==> src/rtl/bus_pkg.sv <==
// Shared constants, FSM state types and geometry helpers for the CPU-to-SRAM/peripheral bridge.
package bus_pkg;

    localparam logic RW_WRITE = 1'b1;
    localparam logic RW_READ  = 1'b0;

    localparam logic [11:0] SRAM_REGION_DEF = 12'h001;
    localparam logic [11:0] PERIPH_BASE_DEF = 12'h010;

    typedef enum logic [2:0] {
        ST_IDLE,
        ST_SRAM,
        ST_PWAIT,
        ST_RESP,
        ST_ERR
    } bridge_state_e;

    typedef enum logic [1:0] {
        SR_IDLE,
        SR_SETUP,
        SR_STROBE
    } sram_state_e;

    function automatic int calc_beats(input int dw, input int sdw);
        return dw / sdw;
    endfunction

    function automatic int calc_bb(input int dw, input int sdw);
        return $clog2(dw / sdw);
    endfunction

endpackage

==> src/rtl/sram_narrow_if.sv <==
// Splits one wide access into narrow SRAM beats (low half first), skipping write beats with no lanes.
// state     | meaning
// SR_IDLE   | strobes released, waiting for start
// SR_SETUP  | address/lanes/data driven, no write strobe yet
// SR_STROBE | we_n low for writes; read lane captured at the end of the cycle
module sram_narrow_if
    import bus_pkg::*;
#(
    parameter int DATA_W  = 32,
    parameter int SRAM_DW = 16,
    parameter int SRAM_AW = 19
) (
    input  logic                  sck,
    input  logic                  rst_n,
    input  logic                  start_i,
    input  logic                  start_rw_i,
    input  logic [DATA_W/8-1:0]   start_sel_i,
    input  logic                  rw_i,
    input  logic [DATA_W/8-1:0]   sel_i,
    input  logic [SRAM_AW-1:0]    base_i,
    input  logic [DATA_W-1:0]     wdata_i,
    output logic                  done_o,
    output logic [DATA_W-1:0]     rdata_o,
    output logic [SRAM_AW-1:0]    sram_addr_o,
    output logic [SRAM_DW-1:0]    sram_wdata_o,
    input  logic [SRAM_DW-1:0]    sram_rdata_i,
    output logic                  sram_data_oe_o,
    output logic                  sram_ce_n_o,
    output logic                  sram_oe_n_o,
    output logic                  sram_we_n_o,
    output logic [SRAM_DW/8-1:0]  sram_be_n_o
);

    localparam int BEATS = calc_beats(DATA_W, SRAM_DW);
    localparam int BB    = calc_bb(DATA_W, SRAM_DW);
    localparam int BBW   = (BB > 0) ? BB : 1;
    localparam int LANES = SRAM_DW / 8;

    sram_state_e          state_q, state_d;
    logic [BBW-1:0]       beat_q, beat_d;
    logic [DATA_W-1:0]    rdata_q;
    logic [BBW:0]         nxt;
    logic [LANES-1:0]     lanes;
    logic [SRAM_DW-1:0]   wslice;
    logic                 active;

    // Returns {found, beat}: first beat at or after 'from' that has work to do.
    function automatic logic [BBW:0] first_active(input int from, input logic rw,
                                                  input logic [DATA_W/8-1:0] sel);
        logic           found;
        logic [BBW-1:0] idx;
        found = 1'b0;
        idx   = '0;
        for (int b = 0; b < BEATS; b++) begin
            if (!found && b >= from && (rw == RW_READ || |sel[b*LANES +: LANES])) begin
                found = 1'b1;
                idx   = BBW'(b);
            end
        end
        return {found, idx};
    endfunction

    always_ff @(posedge sck or negedge rst_n) begin
        if (!rst_n) begin
            state_q <= SR_IDLE;
            beat_q  <= '0;
        end else begin
            state_q <= state_d;
            beat_q  <= beat_d;
        end
    end

    always_comb begin
        state_d = state_q;
        beat_d  = beat_q;
        done_o  = 1'b0;
        nxt     = '0;
        case (state_q)
            SR_IDLE: begin
                if (start_i) begin
                    nxt = first_active(0, start_rw_i, start_sel_i);
                    if (nxt[BBW]) begin
                        state_d = SR_SETUP;
                        beat_d  = nxt[BBW-1:0];
                    end else begin
                        done_o = 1'b1;
                    end
                end
            end
            SR_SETUP: state_d = SR_STROBE;
            SR_STROBE: begin
                nxt = first_active(int'(beat_q) + 1, rw_i, sel_i);
                if (nxt[BBW]) begin
                    state_d = SR_SETUP;
                    beat_d  = nxt[BBW-1:0];
                end else begin
                    state_d = SR_IDLE;
                    done_o  = 1'b1;
                end
            end
            default: state_d = SR_IDLE;
        endcase
    end

    always_comb begin
        lanes  = '0;
        wslice = '0;
        for (int b = 0; b < BEATS; b++) begin
            if (beat_q == BBW'(b)) begin
                lanes  = sel_i[b*LANES +: LANES];
                wslice = wdata_i[b*SRAM_DW +: SRAM_DW];
            end
        end
        active         = (state_q == SR_SETUP) || (state_q == SR_STROBE);
        sram_addr_o    = base_i | SRAM_AW'(beat_q);
        sram_wdata_o   = wslice;
        sram_ce_n_o    = !active;
        sram_oe_n_o    = !(active && rw_i == RW_READ);
        sram_data_oe_o = active && rw_i == RW_WRITE;
        sram_we_n_o    = !(state_q == SR_STROBE && rw_i == RW_WRITE);
        sram_be_n_o    = !active ? '1 : ((rw_i == RW_READ) ? '0 : ~lanes);
    end

    always_ff @(posedge sck or negedge rst_n) begin
        if (!rst_n) begin
            rdata_q <= '0;
        end else if (state_q == SR_IDLE && start_i) begin
            rdata_q <= '0;
        end else if (state_q == SR_STROBE && rw_i == RW_READ) begin
            for (int b = 0; b < BEATS; b++) begin
                if (beat_q == BBW'(b)) rdata_q[b*SRAM_DW +: SRAM_DW] <= sram_rdata_i;
            end
        end
    end

    assign rdata_o = rdata_q;

endmodule

==> src/rtl/bus_bridge.sv <==
// Single-master bridge: decodes addr[31:20] to narrow SRAM, peripheral channels or an error reply.
// state    | meaning
// ST_IDLE  | waiting for m_req_i; request registers load on acceptance
// ST_SRAM  | narrow SRAM beats in progress (sram_narrow_if)
// ST_PWAIT | selected channel strobed, waiting for its p_ready or timeout
// ST_RESP  | m_ready pulse with captured read data
// ST_ERR   | m_ready pulse with m_err (decode miss or timeout)
module bus_bridge
    import bus_pkg::*;
#(
    parameter int          DATA_W      = 32,
    parameter int          SRAM_DW     = 16,
    parameter int          SRAM_AW     = 19,
    parameter int          NSLV        = 4,
    parameter logic [11:0] SRAM_REGION = SRAM_REGION_DEF,
    parameter logic [11:0] PERIPH_BASE = PERIPH_BASE_DEF,
    parameter int          TIMEOUT     = 255
) (
    input  logic                     sck,
    input  logic                     rst_n,
    input  logic                     m_req_i,
    input  logic                     m_rw_i,
    input  logic [DATA_W/8-1:0]      m_sel_i,
    input  logic [31:0]              m_addr_i,
    input  logic [DATA_W-1:0]        m_wdata_i,
    output logic [DATA_W-1:0]        m_rdata_o,
    output logic                     m_ready_o,
    output logic                     m_err_o,
    output logic [SRAM_AW-1:0]       sram_addr_o,
    output logic [SRAM_DW-1:0]       sram_wdata_o,
    input  logic [SRAM_DW-1:0]       sram_rdata_i,
    output logic                     sram_data_oe_o,
    output logic                     sram_ce_n_o,
    output logic                     sram_oe_n_o,
    output logic                     sram_we_n_o,
    output logic [SRAM_DW/8-1:0]     sram_be_n_o,
    output logic [NSLV-1:0]          p_cs_n_o,
    output logic                     p_rw_o,
    output logic [DATA_W/8-1:0]      p_sel_o,
    output logic [31:0]              p_addr_o,
    output logic [DATA_W-1:0]        p_wdata_o,
    input  logic [NSLV*DATA_W-1:0]   p_rdata_i,
    input  logic [NSLV-1:0]          p_ready_i
);

    localparam int BB = calc_bb(DATA_W, SRAM_DW);
    localparam int TW = $clog2(TIMEOUT + 1);

    bridge_state_e       state_q, state_d;
    logic                rw_q;
    logic [DATA_W/8-1:0] sel_q;
    logic [31:0]         addr_q;
    logic [DATA_W-1:0]   wdata_q;
    logic [3:0]          ch_q;
    logic                is_sram_q;
    logic [TW-1:0]       cnt_q;
    logic [DATA_W-1:0]   prd_q;

    logic [11:0]         region, off;
    logic                hit_sram, hit_periph, accept;
    logic                ch_ready;
    logic [DATA_W-1:0]   ch_rdata;
    logic                sram_done;
    logic [DATA_W-1:0]   sram_rdata_w;
    logic [SRAM_AW-1:0]  sram_base;

    assign region     = m_addr_i[31:20];
    assign off        = region - PERIPH_BASE;
    assign hit_sram   = (region == SRAM_REGION);
    assign hit_periph = (region >= PERIPH_BASE) && (off < 12'(NSLV));
    assign accept     = (state_q == ST_IDLE) && m_req_i;

    // Word address above the beat index; the beat number fills the low BB bits.
    assign sram_base = SRAM_AW'(addr_q >> 2) << BB;

    always_comb begin
        ch_ready = 1'b0;
        ch_rdata = '0;
        for (int k = 0; k < NSLV; k++) begin
            if (ch_q == 4'(k)) begin
                ch_ready = p_ready_i[k];
                ch_rdata = p_rdata_i[k*DATA_W +: DATA_W];
            end
        end
    end

    sram_narrow_if #(
        .DATA_W  (DATA_W),
        .SRAM_DW (SRAM_DW),
        .SRAM_AW (SRAM_AW)
    ) u_sram (
        .sck            (sck),
        .rst_n          (rst_n),
        .start_i        (accept && hit_sram),
        .start_rw_i     (m_rw_i),
        .start_sel_i    (m_sel_i),
        .rw_i           (rw_q),
        .sel_i          (sel_q),
        .base_i         (sram_base),
        .wdata_i        (wdata_q),
        .done_o         (sram_done),
        .rdata_o        (sram_rdata_w),
        .sram_addr_o    (sram_addr_o),
        .sram_wdata_o   (sram_wdata_o),
        .sram_rdata_i   (sram_rdata_i),
        .sram_data_oe_o (sram_data_oe_o),
        .sram_ce_n_o    (sram_ce_n_o),
        .sram_oe_n_o    (sram_oe_n_o),
        .sram_we_n_o    (sram_we_n_o),
        .sram_be_n_o    (sram_be_n_o)
    );

    always_ff @(posedge sck or negedge rst_n) begin
        if (!rst_n) state_q <= ST_IDLE;
        else        state_q <= state_d;
    end

    always_comb begin
        state_d = state_q;
        case (state_q)
            ST_IDLE: begin
                if (m_req_i) begin
                    if (hit_sram)        state_d = sram_done ? ST_RESP : ST_SRAM;
                    else if (hit_periph) state_d = ST_PWAIT;
                    else                 state_d = ST_ERR;
                end
            end
            ST_SRAM:  if (sram_done) state_d = ST_RESP;
            ST_PWAIT: begin
                if (ch_ready)          state_d = ST_RESP;
                else if (cnt_q == '0)  state_d = ST_ERR;
            end
            ST_RESP:  state_d = ST_IDLE;
            ST_ERR:   state_d = ST_IDLE;
            default:  state_d = ST_IDLE;
        endcase
    end

    always_comb begin
        m_ready_o = (state_q == ST_RESP) || (state_q == ST_ERR);
        m_err_o   = (state_q == ST_ERR);
        m_rdata_o = '0;
        if (state_q == ST_RESP && rw_q == RW_READ)
            m_rdata_o = is_sram_q ? sram_rdata_w : prd_q;
        p_cs_n_o = '1;
        for (int k = 0; k < NSLV; k++) begin
            if (state_q == ST_PWAIT && ch_q == 4'(k)) p_cs_n_o[k] = 1'b0;
        end
    end

    always_ff @(posedge sck or negedge rst_n) begin
        if (!rst_n) begin
            rw_q      <= RW_READ;
            sel_q     <= '0;
            addr_q    <= '0;
            wdata_q   <= '0;
            ch_q      <= '0;
            is_sram_q <= 1'b0;
            cnt_q     <= '0;
            prd_q     <= '0;
        end else if (accept) begin
            rw_q      <= m_rw_i;
            sel_q     <= m_sel_i;
            addr_q    <= m_addr_i;
            wdata_q   <= m_wdata_i;
            ch_q      <= off[3:0];
            is_sram_q <= hit_sram;
            cnt_q     <= TW'(TIMEOUT - 1);
            prd_q     <= '0;
        end else if (state_q == ST_PWAIT) begin
            if (ch_ready)          prd_q <= ch_rdata;
            else if (cnt_q != '0)  cnt_q <= cnt_q - 1'b1;
        end
    end

    assign p_rw_o    = rw_q;
    assign p_sel_o   = sel_q;
    assign p_addr_o  = addr_q;
    assign p_wdata_o = wdata_q;

endmodule

==> config.mk <==
export PLATFORM = sky130hd
export DESIGN_NAME = bus_bridge
export DESIGN_NICKNAME = d
export VERILOG_FILES = /design/src/rtl/bus_pkg.sv /design/src/rtl/sram_narrow_if.sv /design/src/rtl/bus_bridge.sv
export SDC_FILE = /design/constraint.sdc
export NUM_CORES = 1
export LEC_CHECK = 0
export ABC_CLOCK_PERIOD_IN_PS = 4550
export BUFFER_PORTS_ARGS = -buffer_cell sky130_fd_sc_hd__buf_2
export CORE_MARGIN = 5
export CORE_UTILIZATION = 45
export CTS_CLUSTER_DIAMETER = 50
export CTS_CLUSTER_SIZE = 14
export DETAILED_ROUTE_END_ITERATION = 7
export GPL_TIMING_DRIVEN = 0
export PLACE_DENSITY = 0.77
export SLEW_MARGIN = 5
export SYNTH_ARGS = -nofsm -noshare
export SYNTH_HDL_FRONTEND = slang
export SYNTH_SLANG_ARGS = --single-unit
==> constraint.sdc <==
create_clock -name sck -period 4.55 [get_ports sck]
set_input_delay 0.455 -clock sck [delete_from_list [all_inputs] [get_ports sck]]
set_output_delay 0.455 -clock sck [all_outputs]
set_load 0.01 [all_outputs]
==> results of run 1 <==
[metal layers]
metal  up-vias  global-route usage  share of wire
li1       3636                   -              -
met3        45             0.08652          0.092
met1      3655              0.3048           0.36
met5         -                   0         0.0013
met2       355              0.4990           0.51
met4         6             0.08920          0.030
[power groups by stage]
stage / clock network [uW] / registers (uW) / logic, uW
after floorplan: 0 / 1670 / 616
after global placement: 0 / 1650 / 1100
after detailed placement: 0 / 1660 / 1130
after CTS: 1440 / 1640 / 1130
after global routing: 1490 / 1670 / 1230
final: 1410 / 1640 / 1120
[final cells by class]
| cell class | instances | area [sq um] | area share |
|---|---|---|---|
| Buffer | 83 | 436.7 | 0.04060 |
| Multi-Input combinational cell | 590 | 3835 | 0.3566 |
| Clock inverter | 9 | 118.9 | 0.01105 |
| Sequential cell | 148 | 3704 | 0.3443 |
| Inverter | 7 | 26.28 | 0.002443 |
| Timing Repair Buffer | 368 | 1871 | 0.1739 |
| Clock buffer | 23 | 478.0 | 0.04444 |
| Antenna cell | 2 | 5.005 | 0.0004653 |
| Tap cell | 225 | 281.5 | 0.02618 |
[stage by stage]
stage | area (sq um) | total power [uW] | hold slack (ns) | util
floorplan | 8001 | 2289 | 0.1594 | -
global placement | 10120 | 2754 | 0.4546 | 0.5830
detailed placement | 10150 | 2791 | 0.4573 | 0.5850
CTS | 10750 | 4212 | 0.03185 | 0.6194
global route | 10750 | 4390 | 0.06904 | 0.6194
finish | 10760 | 4174 | 0.02570 | 0.6197
[state kept, by name, summed over array words and instances, names as in the netlist]
name            cells
p_wdata_o          32
p_addr_o           32
p_rw_o              1
p_sel_o             4
state_q             3
prd_q              32
u_sram.beat_q       1
u_sram.rdata_o     32
cnt_q               8
is_sram_q           1
u_sram.state_q      2
[worst paths after layout]
| kind | slack, ns | startpoint | depth (start not counted) | to |
|---|---|---|---|---|
| worst min register to register | 0.47 | p_addr_o[31]$_DFFE_PN0N_ | 2 | p_addr_o[31]$_DFFE_PN0N_ |
| min in group sck | 0.23 | m_wdata_i[25] | 3 | p_wdata_o[25]$_DFFE_PN0N_ |
| worst min-delay path | 0.03 | rst_n | 1 | u_sram.rdata_o[20]$_DFFE_PN0P_ |
| worst max-delay path | 1.74 | p_addr_o[20]$_DFFE_PN0N_ | 5 | p_cs_n_o[0] |
| max in group asynchronous | 3.69 | rst_n | 2 | p_addr_o[19]$_DFFE_PN0N_ |
| worst max register to register | 2.08 | p_addr_o[20]$_DFFE_PN0N_ | 6 | prd_q[31]$_DFFE_PN0P_ |
[worst max-delay path: cells and delay by family, from the launching register on]
family	cells	cell delay (ns)
buf+inv	3	0.98
simple gates	2	0.52
flops	1	0.44
[cells in the final DEF, fill, tap and decap left out, types with 5 or more instances in the layout]
cell and count:
a211oi_1 13, a211oi_2 20, a221oi_1 32, a31o_1 32, buf_1 7, buf_2 385
buf_4 21, clkbuf_1 36, clkbuf_16 17, dfrtp_1 148, ha_1 6, inv_1 6
mux2_2 16, mux2i_1 102, nand2_1 224, nand3b_1 5, nor2_1 76, nor3_1 5
nor3b_1 7
[kinds of logic after synthesis]
| group | Yosys count |
|---|---|
| AO/OA/AOI/OAI | 119 |
| XOR/XNOR | 2 |
| adder cells (fa/ha/maj) | 6 |
| buffers and inverters | 90 |
| flip-flops | 148 |
| multiplexers | 119 |
| AND/OR/NAND/NOR | 344 |
==> results.md, run 1 <==
* Status: finished, final reports clean
* Starting DRT DRC Count at 485
* Clock root buffer: clkbuf_16
* Worst-Margin Slew at 0.9634 ns
* Max Root-Sink Buffers at 2
* # IOs at 368
* Max Clk Rate at 355.5 MHz
* Main combinational cell family by area after synthesis: simple AND/OR/NAND/NOR gates
* Post-synthesis xor/xnor area fraction at 0.002189
* EDFF count, synth at 0
* Initial Utilization at 0.4610
* Largest stage delay on the critical path at 0.60 ns
* Synth Area in Compound Gates at 0.1337
* Clock transition at path regs at 0.06 ns
* Sw frac at 0.3187
* Post-synth cell types at 54
* Routed vias/inst at 5.290
* Worst setup path class: flop to output port
* Place WS at 2.095 ns
* Final Max Slew Viols at 0
* Global router's overall resource usage at 0.2742
* Yosys top cell by area: dfrtp_1
* Internal power at 2844 uW
* Largest net degree at the start of global routing at 87
* Row cnt at 48
* Post-CTS sizing at 0
* Clock share of power at 0.338
* Sequential power share at 0.394
* Tmin final at 2.813 ns
* CTS tree: done
* Worst path cell trace: buf_4 -> nor4_4 -> clkbuf_1 -> nand2_1 -> buf_2
* Synth Register Bits at 148
* Post-cts hold buffer count at 0
* Fillers at 1514
* Critical Path End Type: output port
* Final Cycle Share at 0.6183
* Layout cell share with drive strength beyond 1 at 0.3941
* Post-synth top area share at 0.4629
* Hold Crit Class: primary input to asynchronous set/reset pin
* Setup Viol. Count Final at 0
* Remaining DRCs at 0
* Num CTS Buffers at 17
* Fin. Hold Viols at 0
* First-pass GRT wire length at 42900 microns
* Post-CTS Setup Bufs at 0
* Commonest cells post-synth: 224 x nand2_1, 148 x dfrtp_1, 102 x mux2i_1
* Setup TNS at 0 ns
* Post-synthesis sequential area ratio at 0.4629
* Final ANT Viol Nets at 0
* Post-synthesis adder-cell area fraction at 0.009382
* Die Area at 0.02055 sq mm
* Gate power share at 0.269
* First-pass iteration count of the detailed router at 5
* Slew Limit Headroom at 0.3577
* Placer Congestion at 0.9106
* Post-Synthesis Cells at 828
* Syn_nets at 1054
* Clock Latency Late Sink at 0.42 ns
* Sw Pwr at 1330 uW
* Routed WL per cell at 19.60 microns
* Synthesized area at 0.008001 sq mm
* Routed vias at 7697
* Die Ht at 143.3 microns
* H-tree depth at 4
* Clk_skew at 0.01084 ns
* Initial antenna violation count at 4
* Avg Inst Size Synth at 9.664 sq um
* Area Growth Syn to Fin at 34.42%
* Multiplexer share of the synthesized area at 0.1515
* Core area at 0.01736 sq mm
* Pwr Density at 388.1 mW/mm^2
* Port bufs at 367
* Final nets at 1441
* Syn. warnings at 0
* Worst Path Required at 4.09 ns
* Critical Path Fanout Max at 10
* DP Cell Count at 1421
* Final HPWL from detailed placement at 22640 microns
* Leak Pwr at 0.005567 uW
* Primary FF master, synth: dfrtp_1
* Startpoint Class: flop
* Most numerous cell in the Yosys netlist: nand2_1
* Final std cells w/o fill at 1455
* Slowest CP cell: clkbuf_1
* Die Wd at 143.3 microns
* RSZ-0062 raised after global routing: no
* Final WL at 28520 microns
* Fin worst setup slack at 1.737 ns
* Clock Sinks at 148
* Main area contributors after synthesis: dfrtp_1 46%, mux2i_1 13%, nand2_1 11%
* Data arrival, critical path at 2.36 ns
* Number of max-cap violations at 0
* Vias in the first global route at 7794
* Max rail drop VDD at 0.2674 mV
* Total gr overflow at 0
* Simple-Gate Fraction of Synth Area at 0.1825
* Post-synthesis async set-or-reset flop share at 1.000
(Power assumes the default switching activity.)
==> run 2: changes to the inputs <==
--- a/config.mk
+++ b/config.mk
@@ -5,15 +5,16 @@
 export SDC_FILE = /design/constraint.sdc
 export NUM_CORES = 1
 export LEC_CHECK = 0
-export ABC_CLOCK_PERIOD_IN_PS = 4550
+export ABC_AREA = 1
+export ABC_CLOCK_PERIOD_IN_PS = 2500
 export BUFFER_PORTS_ARGS = -buffer_cell sky130_fd_sc_hd__buf_2
 export CORE_MARGIN = 5
-export CORE_UTILIZATION = 45
+export CORE_UTILIZATION = 44
 export CTS_CLUSTER_DIAMETER = 50
 export CTS_CLUSTER_SIZE = 14
 export DETAILED_ROUTE_END_ITERATION = 7
 export GPL_TIMING_DRIVEN = 0
-export PLACE_DENSITY = 0.77
+export PLACE_DENSITY = 0.78
 export SLEW_MARGIN = 5
 export SYNTH_ARGS = -nofsm -noshare
 export SYNTH_HDL_FRONTEND = slang
==> constraint.sdc (replaced) <==
create_clock -name sck -period 2.5 [get_ports sck]
set_input_delay 0.25 -clock sck [delete_from_list [all_inputs] [get_ports sck]]
set_output_delay 0.25 -clock sck [all_outputs]
set_load 0.01 [all_outputs]
==> results.md, run 2 <==
* Max Root-Sink Buffers at 2
* Leak Pwr at 0.006045 uW
* Final WL at 31200 microns
* Area Growth Syn to Fin at 33.18%
* Status: finished, final reports clean
* Global router's overall resource usage at 0.2777
* Routed vias/inst at 5.121
* Slew Limit Headroom at 0.5258
* Post-Synthesis Cells at 1102
* Routed vias at 8895
* Vias in the first global route at 8910
* Synthesized area at 0.008364 sq mm
* Largest net degree at the start of global routing at 76
* EDFF count, synth at 0
* First-pass iteration count of the detailed router at 7
* Avg Inst Size Synth at 7.590 sq um
* Grt met3 use at 0.06591
* Final ANT Viol Nets at 0
* Crit path max-delay family: buffers and inverters
* Final Cell Area at 0.01114 sq mm
* Most repeated library cell on the critical path: nand2_1
* Post-synthesis async set-or-reset flop share at 1.000
* Final Max Slew Viols at 0
* Synth Register Bits at 148
* Primary FF master, synth: dfrtp_1
* Most common cell after layout, fill and taps aside: buf_2
* Yosys top cell by area: dfrtp_1
* Final core utilization at 0.5955
* Most numerous cell in the Yosys netlist: nand2_1
* Row cnt at 50
* Leading cell types in the layout, fill and taps excluded: 388 x buf_2, 364 x nand2_1, 148 x dfrtp_1
* Cells on worst reg2reg path at 8
* Hold Crit Endpoint: p_addr_o[17]$_DFFE_PN0N_
* Die Ht at 147.9 microns
* Pwr Density at 1224 mW/mm^2
* Data arrival, critical path at 2.10 ns
* Setup Viol. Count Final at 0
* Max Clk Rate at 425.0 MHz
* Commonest cells post-synth: 365 x nand2_1, 148 x dfrtp_1, 106 x nor2_1
* Initial Utilization at 0.4472
* Worst setup path class: flop to output port
* Final HPWL from detailed placement at 25000 microns
* Hold Crit Start: m_addr_i[17]
* Syn. warnings at 0
* Fin worst setup slack at 0.1471 ns
* Hold Crit Class: primary input to flop
* Slowest CP cell: buf_1
* Largest stage delay on the critical path at 0.45 ns
* Remaining DRCs at 0
* Number of max-cap violations at 0
* Worst-Margin Slew at 0.7112 ns
* Total gr overflow at 0
* Placer Congestion at 0.9292
* Syn_nets at 1328
* Worst path cell trace: inv_1 -> clkbuf_1 -> buf_1 -> nand2_1 -> nand2_1 -> buf_2
* Reg2reg setup slack at 0.51 ns
* Clock Latency Late Sink at 0.43 ns
* Met1 Track Usage GR at 0.3282
* Max rail drop VDD at 0.7391 mV
* Clock root buffer: clkbuf_16
* # IOs at 368
* Final Power at 13630 uW
* Num CTS Buffers at 17
* H-tree depth at 4
* Fillers at 1706
* Worst hold path depth at 3
* Clk_skew at 0.01100 ns
* Starting DRT DRC Count at 540
* Ant diodes at 0
* Routed WL per cell at 17.96 microns
* Met2 Resource Use GR at 0.4799
* Fin Hold WS at 0.01518 ns
* Worst Path Required at 2.25 ns
* Die Area at 0.02187 sq mm
* Busiest grt layer: met2
* Post-synthesis sequential area ratio at 0.4428
* Tmin final at 2.353 ns
* RSZ-0062 raised after global routing: no
* Clock Sinks at 148
* Startpoint Class: flop
* RR Endpoint: prd_q[30]$_DFFE_PN0P_
* Place WS at 0.3340 ns
* Final Cycle Share at 0.9412
* Post-synth top area share at 0.4428
* Fin. Hold Viols at 0
* Initial antenna violation count at 2
* CTS tree: done
* Core area at 0.01871 sq mm
* Post-synth cell types at 38
* Main area contributors after synthesis: dfrtp_1 44%, nand2_1 16%, nor2_1 4.8%
* Die Wd at 147.9 microns
* Post-CTS Setup Bufs at 0
* Reg-to-Reg Start: p_addr_o[21]$_DFFE_PN0N_
* Port bufs at 367
* Final nets at 1716
* First-pass GRT wire length at 47380 microns
* Critical Path End Type: output port
* Placed Area at 0.01053 sq mm
* Clock transition at path regs at 0.07 ns
* Layout cell share with drive strength beyond 1 at 0.3633
* Critical Path Fanout Max at 10
* Worst Path Buf+Inv at 4
-- run 2: routing by layer --
metal / part of all wire / up-vias
met5: 0.00067 / -
met4: 0.044 / 4
met1: 0.38 / 4053
met3: 0.087 / 75
met2: 0.49 / 461
li1: - / 4302
-- run 2: worst max path at each step --
stage | start | endpoint | slack, ns | depth (start not counted)
5_1_grt | u_sram.beat_q$_DFFE_PN0P_ | sram_wdata_o[11] | 0.03 | 6
3_5_place_dp | state_q[2]$_DFFE_PN0P_ | m_rdata_o[4] | 0.33 | 5
4_1_cts | state_q[2]$_DFFE_PN0P_ | m_rdata_o[4] | 0.08 | 5
2_1_floorplan | p_addr_o[23]$_DFFE_PN0N_ | prd_q[0]$_DFFE_PN0P_ | 0.99 | 10
6_report | u_sram.beat_q$_DFFE_PN0P_ | sram_wdata_o[11] | 0.15 | 6
3_3_place_gp | rst_n | p_addr_o[11]$_DFFE_PN0N_ | -1.00 | 1
-- run 2: kinds of logic (layout without fill, tap and decap cells) --
group	count (synthesis)	in the layout	share of synthesized area
adder cells (fa/ha/maj)	6	6	0.008975
AND/OR/NAND/NOR	626	626	0.3304
flip-flops	148	148	0.4428
XOR/XNOR	2	2	0.002095
AO/OA/AOI/OAI	171	171	0.1242
buffers and inverters	149	550	0.09155
-- run 2: per-stage QoR --
step | cells | setup TNS, ns
5_1_grt | 1737 | 0
6_report | 1737 | 0
2_1_floorplan | 1102 | 0
4_1_cts | 1737 | 0
3_5_place_dp | 1704 | 0
3_3_place_gp | 1703 | -146.49
-- run 2: what timing repair did --
action / CTS / global route
hold endpoints to repair: 73 / 0
hold buffers: 1 / 0
resized for setup: 1 / 1
pin swaps: 0 / 0
endpoints found under the setup margin: 30 / 2
-- run 2: area by class of cell --
cell class / count / area, sq um / share of cell area
Multi-Input combinational cell: 805 / 3902 / 0.3503
Sequential cell: 148 / 3704 / 0.3325
Timing Repair Buffer: 369 / 1881 / 0.1688
Buffer: 83 / 515.5 / 0.04628
Clock buffer: 18 / 429.2 / 0.03853
Tap cell: 234 / 292.8 / 0.02628
Inverter: 66 / 250.2 / 0.02246
Clock inverter: 14 / 165.2 / 0.01483
-- run 2: worst reg2reg max path, cell delays in order (launching register included) --
cell	delay, ns
dfrtp_1	0.43
inv_2	0.19
nor2_8	0.09
inv_2	0.09
clkbuf_1	0.52
o21ai_0	0.15
a31oi_1	0.27
nand2_1	0.09
o21ai_1	0.09
-- run 2: report_power, final --
group | internal, uW | switching, uW | total [uW]
clock network | 1500 | 1090 | 2600
logic | 2510 | 4220 | 6730
registers | 3500 | 807 | 4310
total | 7520 | 6120 | 13600
==> run 3: changes to the inputs <==
--- a/config.mk
+++ b/config.mk
@@ -6,15 +6,15 @@
 export NUM_CORES = 1
 export LEC_CHECK = 0
 export ABC_AREA = 1
-export ABC_CLOCK_PERIOD_IN_PS = 2500
+export ABC_CLOCK_PERIOD_IN_PS = 3000
 export BUFFER_PORTS_ARGS = -buffer_cell sky130_fd_sc_hd__buf_2
 export CORE_MARGIN = 5
-export CORE_UTILIZATION = 44
+export CORE_UTILIZATION = 45
 export CTS_CLUSTER_DIAMETER = 50
 export CTS_CLUSTER_SIZE = 14
 export DETAILED_ROUTE_END_ITERATION = 7
 export GPL_TIMING_DRIVEN = 0
-export PLACE_DENSITY = 0.78
+export PLACE_DENSITY = 0.77
 export SLEW_MARGIN = 5
 export SYNTH_ARGS = -nofsm -noshare
 export SYNTH_HDL_FRONTEND = slang
==> constraint.sdc (replaced) <==
create_clock -name sck -period 3 [get_ports sck]
set_input_delay 0.3 -clock sck [delete_from_list [all_inputs] [get_ports sck]]
set_output_delay 0.3 -clock sck [all_outputs]
set_load 0.1 [all_outputs]
==> results.md, run 3 (same netlist as run 2, synthesis figures left out) <==
* DR WL met2 at 15230 microns
* Worst Path Required at 2.70 ns
* Placer Congestion at 0.9548
* Final Cell Area at 0.01115 sq mm
* Number of max-cap violations at 0
* Fin Hold WS at 0.05190 ns
* Initial antenna violation count at 4
* Clock transition at path regs at 0.07 ns
* Worst path cell trace: inv_1 -> clkbuf_1 -> buf_1 -> nand2_1 -> nand2_1 -> buf_2
* Critical Path Fanout Max at 10
* Max Clk Rate at 354.1 MHz
* Worst setup path class: flop to output port
* Port bufs at 367
* Routed WL per cell at 18.10 microns
* Post-CTS Setup Bufs at 0
* Worst Path Buf+Inv at 4
* Die Ht at 146.3 microns
* Register area at 0.003704 sq mm
* # IOs at 368
* Placed Area at 0.01053 sq mm
* Total gr overflow at 0
* Clk_skew at 0.02016 ns
* Setup Viol. Count Final at 0
* Most common cell after layout, fill and taps aside: buf_2
* Final ANT Viol Nets at 0
* Startpoint Class: flop
* Reg2reg setup slack at 0.97 ns
* Max Root-Sink Buffers at 2
* Final core utilization at 0.6146
* Row cnt at 49
* Top routing layer in use: met5
* Final HPWL from detailed placement at 24750 microns
* Critical Path End Type: output port
* Vias in the first global route at 9148
* Met3 WL at 2994 microns
* H-tree depth at 4
* Slew Limit Headroom at 0.5889
* Met1 wire length at 11740 microns
* First-pass iteration count of the detailed router at 4
* Slowest CP cell: buf_1
* Starting DRT DRC Count at 564
* Final nets at 1716
* Die Wd at 146.3 microns
* Area Growth Syn to Fin at 33.34%
* Largest stage delay on the critical path at 0.48 ns
* Leading cell types in the layout, fill and taps excluded: 388 x buf_2, 365 x nand2_1, 148 x dfrtp_1
* Ant diodes at 0
* Clock Latency Late Sink at 0.44 ns
* Fillers at 1629
* Remaining DRCs at 0
* Hold Crit Class: primary input to flop
* Clock Sinks at 148
* Num CTS Buffers at 17
* Clock root buffer: clkbuf_16
* Largest net degree at the start of global routing at 82
* Data arrival, critical path at 2.52 ns
* Layout cell share with drive strength beyond 1 at 0.3633
* CTS tree: done
* Most repeated library cell on the critical path: nand2_1
* Initial Utilization at 0.4609
* Final Cycle Share at 0.9413
* Footprint of the multi-input gates at 0.003900 sq mm
* Routed vias/inst at 5.227
* First-pass GRT wire length at 48510 microns
* Fin. Hold Viols at 0
* Crit path max-delay family: buffers and inverters
* Die Area at 0.02141 sq mm
* Global router's overall resource usage at 0.2868
* Core area at 0.01815 sq mm
* Final WL at 31350 microns
* Final Max Slew Viols at 0
* RSZ-0062 raised after global routing: no
* Worst-Margin Slew at 0.6166 ns
* Routed vias at 9053
* Tmin final at 2.824 ns
* Status: finished, final reports clean
-- run 3: worst paths after layout --
| check | startpoint | cells after the start | endpoint |
|---|---|---|---|
| max | u_sram.beat_q$_DFFE_PN0P_ | 6 | sram_wdata_o[14] |
| min | m_wdata_i[1] | 3 | p_wdata_o[1]$_DFFE_PN0N_ |
| max reg2reg | p_addr_o[21]$_DFFE_PN0N_ | 8 | prd_q[31]$_DFFE_PN0P_ |
| min reg2reg | p_addr_o[29]$_DFFE_PN0N_ | 2 | p_addr_o[29]$_DFFE_PN0N_ |
| max in group asynchronous | rst_n | 3 | p_wdata_o[8]$_DFFE_PN0N_ |
| min in group asynchronous | rst_n | 2 | u_sram.rdata_o[2]$_DFFE_PN0P_ |
-- run 3: final cells by class --
type                    instances  share of cell area
clock buffers                  17             0.03814
clock inverters                15             0.01683
repair buffers                369              0.1689
flip-flops and latches        148              0.3321
well taps                     229             0.02569
inverters                      66             0.02244
multi-input cells             805              0.3497
plain buffers                  83             0.04622
-- run 3: worst register-to-register path, cell delays in order (launching register included) --
cell and delay (ns):
dfrtp_1 0.43, inv_2 0.19, nor2_8 0.09, inv_2 0.10, clkbuf_1 0.48, o21ai_0 0.15, a31oi_1 0.32, nand2_1 0.10
o21ai_1 0.09
-- run 3: what timing repair did --
action / 4_1_cts / 5_1_grt
endpoints found under the setup margin: 1 / 0
hold endpoints to repair: 67 / 0
resized for setup: 1 / 0
hold buffers: 1 / 0
-- run 3: per-stage QoR --
| step | cells | TNS (ns) | setup slack (ns) |
|---|---|---|---|
| after global placement | 1698 | -83.01 | -0.5727 |
| final | 1732 | 0 | 0.1760 |
| after CTS | 1732 | 0 | 0.2279 |
| after global routing | 1732 | 0 | 0.06124 |
| after floorplan | 1102 | 0 | 0.1146 |
| after detailed placement | 1699 | 0 | 0.4645 |
-- run 3: metal layers --
layer	GRT usage	vias to the layer above
met3	0.08739	82
li1	-	4318
met2	0.4892	449
met1	0.3329	4196
met4	0.1289	8
met5	0	-
Power of run 3 is not shown: default switching activity piles up to over one toggle a cycle in this logic, so the estimate is an artifact.
